--- src/rtl/spart_bus_ctrl.sv ---
`default_nettype none
// ============================================================================
//  Module   : spart_bus_ctrl
//  Purpose  : Bus-side controller for the SPART UART datapath. Holds the
//             programmable baud divisor, generates the one-cycle baud enable
//             and maps a 4-register processor bus onto the receiver and
//             transmitter (RDA / TBR handshakes).
//  Ports    : clk, reset (async, active-low)
//             iocs/iorw/ioaddr/bus_wdata/bus_rdata - processor bus
//               ioaddr 00 data, 01 status {5'b0,overrun,tbr,rda},
//               10 divisor low byte, 11 divisor high byte
//             baud_en                 - one-cycle pulse at divisor expiry
//             rx_valid/rx_byte        - receiver byte hand-off
//             tx_start/tx_byte/tx_done - transmitter launch and completion
//             rda/tbr                 - receive available / transmit ready
//  Option   : SPART_OVERRUN_DETECT_EN - when defined, a byte arriving while
//             rda=1 (and no data read) is dropped and a sticky overrun flag
//             is set; otherwise the new byte overwrites the holding register.
//  Revision : 1.0 - initial release
// ============================================================================
module spart_bus_ctrl #(
  parameter int                   DIV_WIDTH       = 16,
  parameter logic [DIV_WIDTH-1:0] DEFAULT_DIVISOR = 16'd325
) (
  input  logic       clk,
  input  logic       reset,
  input  logic       iocs,
  input  logic       iorw,
  input  logic [1:0] ioaddr,
  input  logic [7:0] bus_wdata,
  output logic [7:0] bus_rdata,
  output logic       baud_en,
  input  logic       rx_valid,
  input  logic [7:0] rx_byte,
  output logic       tx_start,
  output logic [7:0] tx_byte,
  input  logic       tx_done,
  output logic       rda,
  output logic       tbr
);

  localparam logic [1:0] c_ADDR_DATA   = 2'b00;
  localparam logic [1:0] c_ADDR_STATUS = 2'b01;
  localparam logic [1:0] c_ADDR_DB_LO  = 2'b10;
  localparam logic [1:0] c_ADDR_DB_HI  = 2'b11;

  logic [DIV_WIDTH-1:0] div_q, div_d;
  logic [DIV_WIDTH-1:0] cnt_q, cnt_d;
  logic [7:0]           rx_hold_q, rx_hold_d;
  logic [7:0]           tx_byte_q, tx_byte_d;
  logic                 rda_q, rda_d;
  logic                 tbr_q, tbr_d;
  logic                 tx_start_q, tx_start_d;
  logic                 ovr_q, ovr_d;

  logic                 w_data_rd;
  logic                 w_status_rd;
  logic                 w_data_wr;
  logic                 w_lo_wr;
  logic                 w_hi_wr;
  logic [DIV_WIDTH-1:0] w_new_div;

  assign w_data_rd   = iocs &  iorw & (ioaddr == c_ADDR_DATA);
  assign w_status_rd = iocs &  iorw & (ioaddr == c_ADDR_STATUS);
  assign w_data_wr   = iocs & ~iorw & (ioaddr == c_ADDR_DATA);
  assign w_lo_wr     = iocs & ~iorw & (ioaddr == c_ADDR_DB_LO);
  assign w_hi_wr     = iocs & ~iorw & (ioaddr == c_ADDR_DB_HI);
  assign w_new_div   = {bus_wdata, div_q[7:0]};

  // Divisors 0 and 1 must both pulse every cycle, so both reload the
  // counter with 0; larger values reload with the divisor itself, giving a
  // period of divisor+1.
  function automatic logic [DIV_WIDTH-1:0] f_reload(input logic [DIV_WIDTH-1:0] d);
    return (d[DIV_WIDTH-1:1] != '0) ? d : '0;
  endfunction

  // --------------------------------------------------------------------------
  // Divisor register and baud down-counter
  // --------------------------------------------------------------------------
  always_comb begin
    div_d = div_q;
    cnt_d = cnt_q;
    if (w_lo_wr) begin
      div_d = {div_q[15:8], bus_wdata};
    end
    // A high-byte write commits the full divisor and restarts the period.
    if (w_hi_wr) begin
      div_d = w_new_div;
      cnt_d = f_reload(w_new_div);
    end else if (cnt_q == '0) begin
      cnt_d = f_reload(div_q);
    end else begin
      cnt_d = cnt_q - DIV_WIDTH'(1);
    end
  end

  // --------------------------------------------------------------------------
  // Receive holding register, RDA and overrun
  // --------------------------------------------------------------------------
  always_comb begin
    rx_hold_d = rx_hold_q;
    rda_d     = rda_q;
    ovr_d     = ovr_q;
`ifdef SPART_OVERRUN_DETECT_EN
    if (rx_valid) begin
      // A read in the same cycle frees the register, so capture is legal.
      if (!rda_q || w_data_rd) begin
        rx_hold_d = rx_byte;
        rda_d     = 1'b1;
      end else begin
        ovr_d = 1'b1;
      end
    end else if (w_data_rd) begin
      rda_d = 1'b0;
    end
    // A fresh overrun wins over the clear-on-status-read.
    if (w_status_rd && !(rx_valid && rda_q && !w_data_rd)) begin
      ovr_d = 1'b0;
    end
`else
    if (rx_valid) begin
      rx_hold_d = rx_byte;
      rda_d     = 1'b1;
    end else if (w_data_rd) begin
      rda_d = 1'b0;
    end
    ovr_d = 1'b0;
`endif
  end

  // --------------------------------------------------------------------------
  // Transmit launch and TBR
  // --------------------------------------------------------------------------
  always_comb begin
    tx_byte_d  = tx_byte_q;
    tbr_d      = tbr_q;
    tx_start_d = 1'b0;
    if (tx_done && !tbr_q) begin
      tbr_d = 1'b1;
    end else if (w_data_wr && tbr_q) begin
      tx_byte_d  = bus_wdata;
      tbr_d      = 1'b0;
      tx_start_d = 1'b1;
    end
  end

  always_ff @(posedge clk or negedge reset) begin
    if (!reset) begin
      div_q      <= DEFAULT_DIVISOR;
      cnt_q      <= DEFAULT_DIVISOR;
      rx_hold_q  <= 8'h00;
      tx_byte_q  <= 8'h00;
      rda_q      <= 1'b0;
      tbr_q      <= 1'b1;
      tx_start_q <= 1'b0;
      ovr_q      <= 1'b0;
    end else begin
      div_q      <= div_d;
      cnt_q      <= cnt_d;
      rx_hold_q  <= rx_hold_d;
      tx_byte_q  <= tx_byte_d;
      rda_q      <= rda_d;
      tbr_q      <= tbr_d;
      tx_start_q <= tx_start_d;
      ovr_q      <= ovr_d;
    end
  end

  // --------------------------------------------------------------------------
  // Read mux and outputs
  // --------------------------------------------------------------------------
  always_comb begin
    bus_rdata = 8'h00;
    if (iocs) begin
      case (ioaddr)
        c_ADDR_DATA:   bus_rdata = rx_hold_q;
        c_ADDR_STATUS: bus_rdata = {5'b00000, ovr_q, tbr_q, rda_q};
        c_ADDR_DB_LO:  bus_rdata = div_q[7:0];
        default:       bus_rdata = div_q[15:8];
      endcase
    end
  end

  assign baud_en  = (cnt_q == '0);
  assign tx_start = tx_start_q;
  assign tx_byte  = tx_byte_q;
  assign rda      = rda_q;
  assign tbr      = tbr_q;

endmodule
`default_nettype wire

--- config.mk ---
export PLATFORM = sky130hd
export DESIGN_NAME = spart_bus_ctrl
export DESIGN_NICKNAME = d
export VERILOG_FILES = /design/src/rtl/spart_bus_ctrl.sv
export SDC_FILE = /design/constraint.sdc
export NUM_CORES = 1
export LEC_CHECK = 0
export ABC_AREA = 1
export CAP_MARGIN = 20
export CORE_UTILIZATION = 55
export DETAILED_ROUTE_END_ITERATION = 10
export HOLD_SLACK_MARGIN = 0.1
export PLACE_DENSITY = 0.81
export SETUP_SLACK_MARGIN = 0.1
export SLEW_MARGIN = 20
export SYNTH_ARGS = -nofsm -noshare
export SYNTH_HDL_FRONTEND = slang
export SYNTH_SLANG_ARGS = --single-unit
--- constraint.sdc ---
create_clock -name clk -period 2.2 [get_ports clk]
set_input_delay 0.33 -clock clk [delete_from_list [all_inputs] [get_ports clk]]
set_output_delay 0.33 -clock clk [all_outputs]
set_load 0.005 [all_outputs]
==> run_results.csv <==
group,metric,value,unit
outcome,status,"complete, no violations",
logic_synthesis,yosysWarnings,0,
floorplanning,coreArea,5107,um2
timing,final-max-slew-violation-count,0,
drt,drt-vias-per-instance,5.167,
clock_tree,clk_latency,0.31,ns
timing,hold_violations,0,
worst_setup_path,cp-end-kind,"primary output",
pwr,pwr_density_cell,903.5,nW/um2
pwr,leakage,0.001820,uW
timing,fin_worst_skew,0.01104,ns
grt,grt_pass1_wl,11560,um
logic_synthesis,synth.top_cell.area_share,36.13,%
final_layout,fin_nets,483,
timing,rsz0062_at_grt,"yes",
worst_setup_path,criticalPathCategory,"reg2out",
worst_setup_path,crit_required,1.87,ns
worst_setup_path,startpoint,"div_q[2]",
final_layout,area_growth_syn_to_layout,22.67,%
floorplanning,die_w,74.73,um
drt,wl,7264,um
floorplanning,num_rows,26,
logic_synthesis,async_flop_share,100.0,%
min_path,hold_class,"in2async",
logic_synthesis,synth_area,2909,um2
worst_setup_path,r2r_cells,9,
timing,period_minus_slack,2.091,ns
grt,overflow,0,
drt,drc,0,
timing,slew_headroom,44.73,%
logic_synthesis,yosys-top-cells-count,"157 x nand2_1, 48 x inv_1, 42 x dfrtp_1",
clock_tree,numClockSinks,51,
timing,period_share,95.06,%
worst_setup_path,arrival,1.76,ns
floorplanning,floorplan.initialDensity,56.96,%
logic_synthesis,synthCells,399,
clock_tree,cts-root-buf,"clkbuf_8",
placement,dpl.hpwl,5515,um
timing,timing.fmax,478.2,MHz
logic_synthesis,synth_nets,425,
logic_synthesis,synth_edf_count,0,
clock_tree,clock_path_buffers,2,
logic_synthesis,synth_top_flop_cell,"dfrtp_1",
clock_tree,hold_buffers,0,
pwr,total_power,3224,uW
clock_tree,cts_max_level,2,
drt,wl_per_cell,13.76,um
pwr,ir_drop,0.5131,mV
grt,antenna_found_initial,0,
grt,grt.total_usage,27.93,%
drt,drt_iter0_drc,171,
floorplanning,dieArea,5584,um2
drt,vias,2728,
logic_synthesis,synth_most_common_cell,"nand2_1",
worst_setup_path,r2r_start,"cnt_q[0]",
timing,setup_tns,0,ns
floorplanning,boundaryPins,44,
logic_synthesis,syn_avg_cell_area,7.291,um2
timing,holdWs,0.1065,ns
final_layout,drive_gt1_share,15.07,%
worst_setup_path,crit_fanout,2,
placement,port_buffers,43,
logic_synthesis,synth.ff_latch_count,51,
placement,gp_congestion,0.9333,
final_layout,nFillCells,439,
logic_synthesis,synth_area_leaders,"dfrtp_1 36%, nand2_1 20%, dfstp_2 8.1%, inv_1 6.2%, nand3_1 5.7%",
worst_setup_path,worst_setup_path_start_kind,"flip-flop",
worst_setup_path,r2r_slack,0.53,ns
logic_synthesis,yosysTopAreaCell,"dfrtp_1",
drt,ant_nets,0,
timing,tightest_slew,0.8290,ns
clock_tree,tritoncts,"built",
timing,setup_viol_count_final,0,
worst_setup_path,rr_endpoint,"cnt_q[14]",
final_layout,num_antenna_cells,0,
floorplanning,dieHeight,74.73,um
grt,grt_pass1_vias,2495,
clock_tree,path_clk_slew,0.10,ns
run,maxCapViolations,0,
logic_synthesis,seq_area_frac_synth,44.26,%
clock_tree,numCtsBuffers,5,
drt,drtPass1Iterations,4,
grt,grt_max_degree,38,
logic_synthesis,synthDistinctLibCells,32,
-- worst max path at each step --
stage,to,slack (ns),depth (start not counted)
after floorplan,baud_en,0.71,6
after global placement,bus_rdata[0],-0.05,8
after detailed placement,bus_rdata[6],-0.09,8
after CTS,bus_rdata[2],0.11,5
after global routing,bus_rdata[2],0.05,5
final,bus_rdata[2],0.11,5
-- flip-flops by register name, indices dropped and copies added (netlist names) --
name and flops:
tbr 1, rx_hold_q 8, cnt_q 16, div_q 16, rda 1, tx_start 1
tx_byte 8
-- cells by family (layout without fill, tap and decap cells) --
| group | after synthesis | after routing | synth area share [%] |
|---|---|---|---|
| flip-flops | 51 | 51 | 44.26 |
| AND/OR/NAND/NOR | 243 | 243 | 36.00 |
| multiplexers | 1 | 1 | 0.3871 |
| AO/OA/AOI/OAI | 38 | 38 | 8.474 |
| buffers and inverters | 60 | 119 | 8.817 |
| adder cells (fa/ha/maj) | 2 | 2 | 0.8601 |
| XOR/XNOR | 4 | 4 | 1.205 |
-- critical path, cell delays in order (launching register included) --
cell and delay, ns:
dfstp_2 0.55, inv_1 0.05, o221ai_1 0.19, nand2_1 0.10, inv_2 0.07, clkdlybuf4s50_1 0.49
-- final cells by class --
cell class / count / area, um2 / area share, %
inverters: 54 / 202.7 / 5.680
well taps: 70 / 87.58 / 2.454
repair buffers: 57 / 529.3 / 14.83
flip-flops and latches: 51 / 1287 / 36.08
clock inverters: 2 / 16.27 / 0.4558
multi-input cells: 288 / 1373 / 38.46
clock buffers: 6 / 72.57 / 2.034
-- metal layers --
metal	wire, um	vias to the layer above	GRT usage, %	part of all wire, %
met5	0	-	0	0
met2	3520	94	46.65	48
li1	-	1361	-	-
met1	3223	1256	36.44	44
met4	181	0	10.48	2.5
met3	340	17	5.087	4.7
-- cell usage in the layout, fill, tap and decap left out, types with 6 or more instances in the layout --
cell             instances
o21ai_0                 18
inv_1                   43
dfrtp_1                 42
nand2_1                155
clkdlybuf4s50_1         38
dfstp_2                  9
nor2_1                  34
buf_4                   14
o21ai_2                  8
nand3_1                 33
inv_2                   11
nand2_2                  6
-- per-stage QoR --
step	setup slack (ns)	utilization [%]	area (um2)	std cells
after floorplan	0.7123	-	2909	399
after global placement	-0.04976	67.27	3436	515
after detailed placement	-0.09178	67.27	3436	515
after CTS	0.1142	69.52	3551	526
after global routing	0.04683	69.87	3568	528
final	0.1087	69.87	3568	528
-- where the power goes --
part	internal (uW)	switching [uW]	leakage (uW)
Combinational	515	723	0.00117
Sequential	1210	230	0.000612
Clock	229	321	0.0000418
Total	1950	1270	0.00182
-- repair_timing --
action / CTS / global route
endpoints found under the setup margin: 9 / 3
resized for setup: 10 / 2
buffers inserted: 3 / 2
hold endpoints to repair: 0 / 0
pin swaps: 3 / 0
Note: power is estimated with default switching activity, not from simulation.
